==> src/rtl/booth_divider.sv <==
// Sequential signed divider: 2*DW-bit dividend by DW-bit divisor, restoring
// iteration on magnitudes with a sign fix-up, truncating toward zero.
//
// state | meaning
// IDLE  | waiting for start; results and flags hold their last values
// ITER  | one restoring quotient bit per cycle, DW cycles
// FIX   | sign fix-up and range check, pulse done, return to IDLE
module booth_divider #(
   parameter int DW = 16
) (
   input  logic            clk,
   input  logic            rst,
   input  logic [2*DW-1:0] x,
   input  logic [DW-1:0]   y,
   input  logic            start,
   output logic [DW-1:0]   q,
   output logic [DW-1:0]   r,
   output logic            ovf,
   output logic            dz,
   output logic            busy,
   output logic            done
);

   localparam int CW = $clog2(DW);
   localparam logic [CW-1:0] LAST_STEP = CW'(DW - 1);
   localparam logic [DW-1:0] MIN_MAG = {1'b1, {(DW-1){1'b0}}};

   typedef enum logic [1:0] {
      IDLE = 2'd0,
      ITER = 2'd1,
      FIX  = 2'd2
   } state_t;

   state_t          state_q, state_d;
   logic            sx_q, sx_d;
   logic            sy_q, sy_d;
   logic [DW-1:0]   ay_q, ay_d;
   logic [DW:0]     r_q, r_d;
   logic [DW-1:0]   d_q, d_d;
   logic [CW-1:0]   cnt_q, cnt_d;
   logic [DW-1:0]   quo_q, quo_d;
   logic [DW-1:0]   rem_q, rem_d;
   logic            ovf_q, ovf_d;
   logic            dz_q, dz_d;
   logic            busy_q, busy_d;
   logic            done_q, done_d;

   logic [2*DW-1:0] ax_in;
   logic [DW-1:0]   ay_in;
   logic [DW:0]     t_cur;
   logic [DW:0]     t_sub;
   logic            t_ge;
   logic            neg_q;
   logic            range_ovf;

   assign ax_in = x[2*DW-1] ? -x : x;
   assign ay_in = y[DW-1] ? -y : y;

   assign t_cur = {r_q[DW-1:0], d_q[DW-1]};
   assign t_ge  = (t_cur >= {1'b0, ay_q});
   assign t_sub = t_cur - {1'b0, ay_q};

   // A negative result may reach magnitude 2^(DW-1); a positive one may not.
   assign neg_q     = sx_q ^ sy_q;
   assign range_ovf = neg_q ? (d_q > MIN_MAG) : d_q[DW-1];

   always_comb begin
      state_d = state_q;
      sx_d    = sx_q;
      sy_d    = sy_q;
      ay_d    = ay_q;
      r_d     = r_q;
      d_d     = d_q;
      cnt_d   = cnt_q;
      quo_d   = quo_q;
      rem_d   = rem_q;
      ovf_d   = ovf_q;
      dz_d    = dz_q;
      busy_d  = busy_q;
      done_d  = 1'b0;

      case (state_q)
         IDLE: begin
            if (start) begin
               sx_d   = x[2*DW-1];
               sy_d   = y[DW-1];
               ay_d   = ay_in;
               r_d    = {1'b0, ax_in[2*DW-1:DW]};
               d_d    = ax_in[DW-1:0];
               cnt_d  = '0;
               quo_d  = '0;
               rem_d  = '0;
               ovf_d  = 1'b0;
               dz_d   = 1'b0;
               busy_d = 1'b1;
               if (y == '0) begin
                  dz_d    = 1'b1;
                  state_d = FIX;
               end else if (ax_in[2*DW-1:DW] >= ay_in) begin
                  ovf_d   = 1'b1;
                  state_d = FIX;
               end else begin
                  state_d = ITER;
               end
            end
         end

         ITER: begin
            r_d   = t_ge ? t_sub : t_cur;
            d_d   = {d_q[DW-2:0], t_ge};
            cnt_d = cnt_q + CW'(1);
            if (cnt_q == LAST_STEP) begin
               state_d = FIX;
            end
         end

         FIX: begin
            if (!(dz_q || ovf_q)) begin
               if (range_ovf) begin
                  ovf_d = 1'b1;
               end else begin
                  quo_d = neg_q ? -d_q : d_q;
                  rem_d = sx_q ? -r_q[DW-1:0] : r_q[DW-1:0];
               end
            end
            done_d  = 1'b1;
            busy_d  = 1'b0;
            state_d = IDLE;
         end

         default: begin
            state_d = IDLE;
         end
      endcase
   end

   always_ff @(posedge clk or posedge rst) begin
      if (rst) begin
         state_q <= IDLE;
         sx_q    <= 1'b0;
         sy_q    <= 1'b0;
         ay_q    <= '0;
         r_q     <= '0;
         d_q     <= '0;
         cnt_q   <= '0;
         quo_q   <= '0;
         rem_q   <= '0;
         ovf_q   <= 1'b0;
         dz_q    <= 1'b0;
         busy_q  <= 1'b0;
         done_q  <= 1'b0;
      end else begin
         state_q <= state_d;
         sx_q    <= sx_d;
         sy_q    <= sy_d;
         ay_q    <= ay_d;
         r_q     <= r_d;
         d_q     <= d_d;
         cnt_q   <= cnt_d;
         quo_q   <= quo_d;
         rem_q   <= rem_d;
         ovf_q   <= ovf_d;
         dz_q    <= dz_d;
         busy_q  <= busy_d;
         done_q  <= done_d;
      end
   end

   assign q    = quo_q;
   assign r    = rem_q;
   assign ovf  = ovf_q;
   assign dz   = dz_q;
   assign busy = busy_q;
   assign done = done_q;

endmodule

==> config.mk <==
export PLATFORM = sky130hd
export DESIGN_NAME = booth_divider
export DESIGN_NICKNAME = d
export VERILOG_FILES = /design/src/rtl/booth_divider.sv
export SDC_FILE = /design/constraint.sdc
export NUM_CORES = 1
export LEC_CHECK = 0
export ABC_AREA = 1
export CORE_ASPECT_RATIO = 0.5
export CORE_MARGIN = 2
export CORE_UTILIZATION = 40
export CTS_CLUSTER_DIAMETER = 40
export DETAILED_ROUTE_END_ITERATION = 12
export MAX_ROUTING_LAYER = met4
export SLEW_MARGIN = 40
export SYNTH_ARGS = -nofsm -noshare
export SYNTH_HDL_FRONTEND = slang
export SYNTH_SLANG_ARGS = --single-unit
==> constraint.sdc <==
create_clock -name clk -period 4.02 [get_ports clk]
set_input_delay 1.005 -clock clk [delete_from_list [all_inputs] [get_ports clk]]
set_output_delay 1.005 -clock clk [all_outputs]
set_load 0.01 [all_outputs]
==> results of run 1 <==
==> registers in the layout, indices dropped and copies added (netlist names) <==
| register | cells |
|---|---|
| sy_q | 1 |
| d_q | 16 |
| dz | 1 |
| ay_q | 16 |
| done | 1 |
| state_q | 2 |
| busy | 1 |
| cnt_q | 4 |
| ovf | 1 |
| q | 16 |
| r_q | 16 |
| sx_q | 1 |
| r | 16 |
==> cell usage in the layout, fill, tap and decap left out, types with 4 or more instances in the layout <==
cell type / n
buf_4: 14
o31ai_1: 5
nand2_2: 5
clkdlybuf4s50_1: 86
a21boi_0: 6
xor2_1: 47
a22oi_1: 13
xnor2_1: 13
inv_1: 142
clkbuf_16: 9
o21ai_2: 20
dfrtp_1: 92
nand2_1: 306
nor3_1: 11
ha_1: 37
a31oi_1: 4
nand4_1: 11
inv_2: 4
a21oi_1: 34
o21ai_0: 68
nor2_1: 104
or2_2: 7
nand3_1: 86
==> metrics by stage <==
stage	util (%)	hold WS [ns]	power [W]	worst slack, ns	cells
final	50.0	0.483	0.00657	0.423	1398
after global routing	50.0	0.506	0.00718	0.119	1398
after CTS	50.0	0.488	0.00653	0.472	1398
after detailed placement	47.9	0.469	0.00550	0.132	1382
after global placement	47.9	0.467	0.00545	0.237	1382
after floorplan	-	0.453	0.00434	0.623	1074
==> layout make-up <==
class / count / area (um2) / share of cell area [%]
timing repair buffer: 101 / 986 / 11.2
tap: 234 / 293 / 3.34
clock inverter: 6 / 116 / 1.33
inverter: 150 / 564 / 6.43
clock buffer: 10 / 239 / 2.72
multi-input combinational: 805 / 4280 / 48.7
sequential: 92 / 2300 / 26.2
==> routing by layer <==
| layer | up-vias | global-route usage (%) | routed length, um |
|---|---|---|---|
| met2 | 225 | 31.6 | 8360 |
| met1 | 3315 | 41.5 | 12700 |
| met4 | 0 | 3.67 | 151 |
| met5 | - | - | 0 |
| li1 | 3618 | - | - |
| met3 | 10 | 2.75 | 1540 |
==> worst max path at each step <==
stage	end	slack [ns]	startpoint	cells after the start
2_1_floorplan	ay_q[0]$_DFFE_PP0P_	0.62	rst	1
3_3_place_gp	ovf$_DFFE_PP0P_	0.24	y[0]	16
3_5_place_dp	ovf$_DFFE_PP0P_	0.13	y[0]	16
4_1_cts	ovf$_DFFE_PP0P_	0.47	y[0]	16
5_1_grt	ovf$_DFFE_PP0P_	0.12	y[0]	16
6_report	ovf$_DFFE_PP0P_	0.42	y[0]	16
==> worst register-to-register path, delay by kind of cell (launching register included) <==
kind	cells	cell delay (ns)
buf+inv	1	0.44
fa+ha+maj	1	0.43
simple gates	9	1.47
flops	1	0.50
==> cell usage after synthesis (all sizes together), types with 9 or more instances <==
cell	count	area [um2]
nand2	311	1180
nor2	110	438
o21ai	88	516
ha	37	463
xnor2	13	114
clkbuf	22	82.6
a22oi	13	97.6
xor2	47	412
a21oi	34	170
nand3	87	440
inv	147	552
nor3	11	55.1
dfrtp	92	2300
nand4	11	68.8
or2	9	56.3
==> logic make-up (layout without fill, tap and decap cells) <==
logic type               after synthesis  in the layout
flip-flops                            92             92
AO/OA/AOI/OAI                        162            162
buffers and inverters                177            267
adder cells (fa/ha/maj)               38             38
XOR/XNOR                              60             60
AND/OR/NAND/NOR                      545            545
==> where the power goes <==
group | switching (W) | internal (W) | leakage [nW] | total (W)
logic | 0.00249 | 0.00141 | 2.95 | 0.00390
clock network | 0.000380 | 0.000631 | 0.174 | 0.00101
registers | 0.000389 | 0.00126 | 1.17 | 0.00165
==> impl_metrics.tcl, run 1 <==
set metrics [dict create \
    timing.rr.end "r_q[8]$_DFFE_PP0P_" \
    grt_max_degree 93 \
    drc 0 \
    n_antenna_cell 0 \
    dp_hpwl_mm 18.5 \
    ys_types 40 \
    synth-simple-area-share_pct 31.4 \
    path_clk_slew_ns 0.07 \
    place_congestion 0.965 \
    pwr_density_cell_mw_per_mm2 748 \
    finalSetupViolCount 0 \
    hp-class "flip-flop to flip-flop" \
    synth_edf_count 0 \
    leakage_nw 4.29 \
    crit_path_top_delay_cell "clkdlybuf4s50_1" \
    detail_route.vias_per_cell 5.13 \
    critPathMaxFanout 3 \
    ios 87 \
    worst_setup_path_end_kind "flip-flop" \
    slew_headroom_pct 58.8 \
    place_area_mm2 0.00842 \
    num_rows 34 \
    path_buf_inv 3 \
    start_util_pct 41.3 \
    period_minus_slack_ns 3.60 \
    cpMostUsedCell "nand2_1" \
    num_vias 7168 \
    whs_path_depth 2 \
    finalCritPeriodShare_pct 89.5 \
    area_growth_pct 20.9 \
    ys_warn_count 0 \
    tightest_slew_ns 0.617 \
    ys_seq_elements 92 \
    cts_tree "done" \
    cts-resized-gates 0 \
    globalRouteOverflowTotal 0 \
    yosysSeqAreaShare_pct 31.7 \
    core_area_mm2 0.0176 \
    ys.flop_type "dfrtp_1" \
    netlist_instances 1074 \
    skew_ns 0.0115 \
    wire_per_inst_um 16.3 \
    hold_buffers 0 \
    synth_top_family_by_area "simple AND/OR/NAND/NOR gates" \
    min_from "q[12]$_DFFE_PP0P_" \
    cts-root-buf "clkbuf_16" \
    outcome "completed" \
    post-route-cell-area_mm2 0.00878 \
    worstHoldEndpoint "q[12]$_DFFE_PP0P_" \
    fillers 1778 \
    drtPass1Iterations 5 \
    synthArstFlopShare_pct 100 \
    cts_sinks 92 \
    synth.mux.area_fraction_pct 0 \
    synth_compound_area_share_pct 13.6 \
    die_h_um 99.3 \
    drv_cap 0 \
    cts.path.max_buffers 2 \
    io_buffer_count 86 \
    cp-start-kind "input port" \
    syn-num-nets 1163 \
    critPathTopFamily "simple AND/OR/NAND/NOR gates" \
    grt_usage_pct 25.0 \
    drive_above_1_share_pct 6.44 \
    numCtsBuffers 9 \
    report.final.hold_viol_count 0 \
    drt_wl_total_mm 22.8 \
    h-tree-depth 3 \
    path_cells "clkdlybuf4s50_1, inv_1, ha_1, nand4_1, nor2_1, nand2_1, o21ai_0, xor2_1, inv_1, ha_1, nand2_1, nor4_1, nand3_1, nand3_1, nand2_1, a21oi_1" \
    postSynthAreaPerCell_um2 6.76 \
    insertion_delay_ns 0.33 \
    post_cts_buffers 0 \
    fmax_mhz 278 \
    die_w_um 195 \
    slowest_delay_ns 0.42 \
    synthAdderAreaFrac_pct 6.65 \
    drtIter0Drc 548 \
    ir_drop_mv 0.318 \
    finalSetupTns_ns 0 \
    crit_arrival_ns 3.85 \
    fin_nets 1248 \
    synthXorXnorAreaFrac_pct 7.24 \
    ant_nets 0 \
    r2r_cells 11 \
    rsz0062_at_grt "no" \
    grt_first_pass_wirelength_mm 36.5 \
    worst-setup-path-type "input port to flip-flop" \
    critPathRequiredTime_ns 4.27 \
    ff2ff_setup_slack_ns 1.12 \
    final_max_slew_viol_count 0 \
    syn-cell-area_mm2 0.00726 \
    r2r_start "r_q[4]$_DFFE_PP0P_" \
    grt_pass1_vias 6557 \
    antenna_found_initial 0 \
    dieArea_mm2 0.0193 \
]
(Power assumes the default switching activity.)
==> run 2: changes to the inputs <==
--- a/config.mk
+++ b/config.mk
@@ -11,6 +11,7 @@
 export CORE_UTILIZATION = 40
 export CTS_CLUSTER_DIAMETER = 40
 export DETAILED_ROUTE_END_ITERATION = 12
+export GPL_TIMING_DRIVEN = 1
 export MAX_ROUTING_LAYER = met4
 export SLEW_MARGIN = 40
 export SYNTH_ARGS = -nofsm -noshare
==> constraint.sdc (replaced) <==
create_clock -name clk -period 4.16 [get_ports clk]
set_input_delay 1.04 -clock clk [delete_from_list [all_inputs] [get_ports clk]]
set_output_delay 1.04 -clock clk [all_outputs]
set_load 0.01 [all_outputs]
==> impl_metrics.tcl, run 2 (synthesized netlist as in run 1, its figures left out) <==
set metrics [dict create \
    mostFrequentLayoutCells "nand2_1, inv_1, nor2_1" \
    globalRouteOverflowTotal 0 \
    h-tree-depth 3 \
    drt_wl_total_mm 23.1 \
    cts_tree "done" \
    path_clk_slew_ns 0.06 \
    final_common_cell "nand2_1" \
    core_area_mm2 0.0176 \
    period_minus_slack_ns 3.62 \
    grt_max_degree 51 \
    ios 87 \
    die_w_um 195 \
    skew_ns 0.00892 \
    p_int_w 0.00305 \
    wire_per_inst_um 16.6 \
    report.final.hold_viol_count 0 \
    drtPass1Iterations 5 \
    clkPwrFrac_pct 13.6 \
    antenna_found_initial 0 \
    ant_nets 0 \
    crit_arrival_ns 3.89 \
    switching_power_w 0.00311 \
    fin_nets 1245 \
    finalSetupTns_ns 0 \
    insertion_delay_ns 0.34 \
    worst_setup_path_end_kind "flip-flop" \
    dieArea_mm2 0.0193 \
    fillers 1839 \
    start_util_pct 41.3 \
    grt_first_pass_wirelength_mm 36.8 \
    critPathRequiredTime_ns 4.43 \
    leakage_nw 4.24 \
    post_cts_buffers 0 \
    die_h_um 99.3 \
    n_antenna_cell 0 \
    critPathMaxFanout 3 \
    dp_hpwl_mm 18.7 \
    hp-class "flip-flop to flip-flop" \
    grt_usage_pct 25.3 \
    slew_headroom_pct 54.1 \
    fmax_mhz 276 \
    io_buffer_count 86 \
    hold_buffers 0 \
    numCtsBuffers 9 \
    drive_above_1_share_pct 6.12 \
    place_ws_ns 0.208 \
    cts_sinks 92 \
    drv_cap 0 \
    finalCritPeriodShare_pct 87.1 \
    ir_drop_mv 0.281 \
    swShare_pct 50.4 \
    place_congestion 0.942 \
    worst-setup-path-type "input port to flip-flop" \
    power.share.combinational_pct 60.4 \
    area_growth_pct 19.9 \
    outcome "completed" \
    grt_pass1_vias 6703 \
    detail_route.vias_per_cell 5.10 \
    final_max_slew_viol_count 0 \
    cts-root-buf "clkbuf_16" \
    tightest_slew_ns 0.686 \
    pwr-share-seq_pct 25.9 \
    drc 0 \
    ff2ff_setup_slack_ns 1.25 \
    rsz0062_at_grt "no" \
    cts-resized-gates 0 \
    finalSetupViolCount 0 \
    finalWorstSetupSlack_ns 0.537 \
    num_vias 7111 \
    cp-start-kind "input port" \
    drtIter0Drc 501 \
    num_rows 34 \
    pwr_density_cell_mw_per_mm2 708 \
    cts.path.max_buffers 2 \
]
run 2: cell count changes in the layout (fill, tap and decap cells not counted):
cell and change:
buf_4 -3, clkinvlp_4 +3, bufinv_16 -2, clkinv_2 -1, inv_6 -1
run 2: worst max-delay path, cell delays in order:
cell and delay [ns]:
clkdlybuf4s50_1 0.42, inv_1 0.11, ha_1 0.22, nand4_1 0.14, nor2_1 0.15, nand2_1 0.10, o21ai_0 0.20, xor2_1 0.23
inv_1 0.07, ha_1 0.27, nand2_1 0.07, nor4_1 0.36, nand3_1 0.13, nand3_1 0.18, nand2_1 0.07, a21oi_1 0.12
run 2: area by class of cell:
cell class,instances,area (um2),share of cell area [%]
Sequential cell,92,2300,26.5
Timing Repair Buffer,98,963,11.1
Tap cell,234,293,3.36
Clock inverter,5,61.3,0.704
Clock buffer,10,239,2.75
Inverter,150,568,6.53
Multi-Input combinational cell,805,4280,49.1
run 2: power groups by stage:
| stage | Sequential, W | Combinational (W) | Clock, W |
|---|---|---|---|
| after CTS | 0.00159 | 0.00372 | 0.000855 |
| final | 0.00160 | 0.00373 | 0.000840 |
| after global routing | 0.00164 | 0.00424 | 0.000885 |
| after global placement | 0.00159 | 0.00366 | 0 |
| after floorplan | 0.00147 | 0.00272 | 0 |
| after detailed placement | 0.00160 | 0.00369 | 0 |
run 2: final timing paths:
kind / from / endpoint / depth (start not counted)
worst max-delay path: y[0] / ovf$_DFFE_PP0P_ / 16
max in group asynchronous: rst / ay_q[9]$_DFFE_PP0P_ / 3
worst max register to register: r_q[12]$_DFFE_PP0P_ / r_q[5]$_DFFE_PP0P_ / 11
worst min register to register: r[9]$_DFFE_PP0P_ / r[9]$_DFFE_PP0P_ / 2
min in group asynchronous: rst / r[5]$_DFFE_PP0P_ / 2
worst min-delay path: r[9]$_DFFE_PP0P_ / r[9]$_DFFE_PP0P_ / 2
run 2: layer usage:
layer | share of wire (%) | wire (um) | up-vias | GRT usage [%]
met4 | 0.68 | 157 | 0 | 3.85
met5 | 0 | 0 | - | -
met2 | 38 | 8790 | 192 | 33.5
li1 | - | - | 3609 | -
met3 | 6.2 | 1430 | 13 | 4.34
met1 | 55 | 12700 | 3297 | 39.7
run 2: per-stage QoR:
step	power [W]	hold WS (ns)	std cells	utilization, %	instance area (um2)
6_report	0.00616	0.481	1394	49.5	8700
3_3_place_gp	0.00525	0.465	1379	47.8	8400
5_1_grt	0.00676	0.514	1394	49.5	8700
2_1_floorplan	0.00419	0.453	1074	-	7260
4_1_cts	0.00616	0.485	1394	49.5	8700
3_5_place_dp	0.00529	0.468	1379	47.8	8400
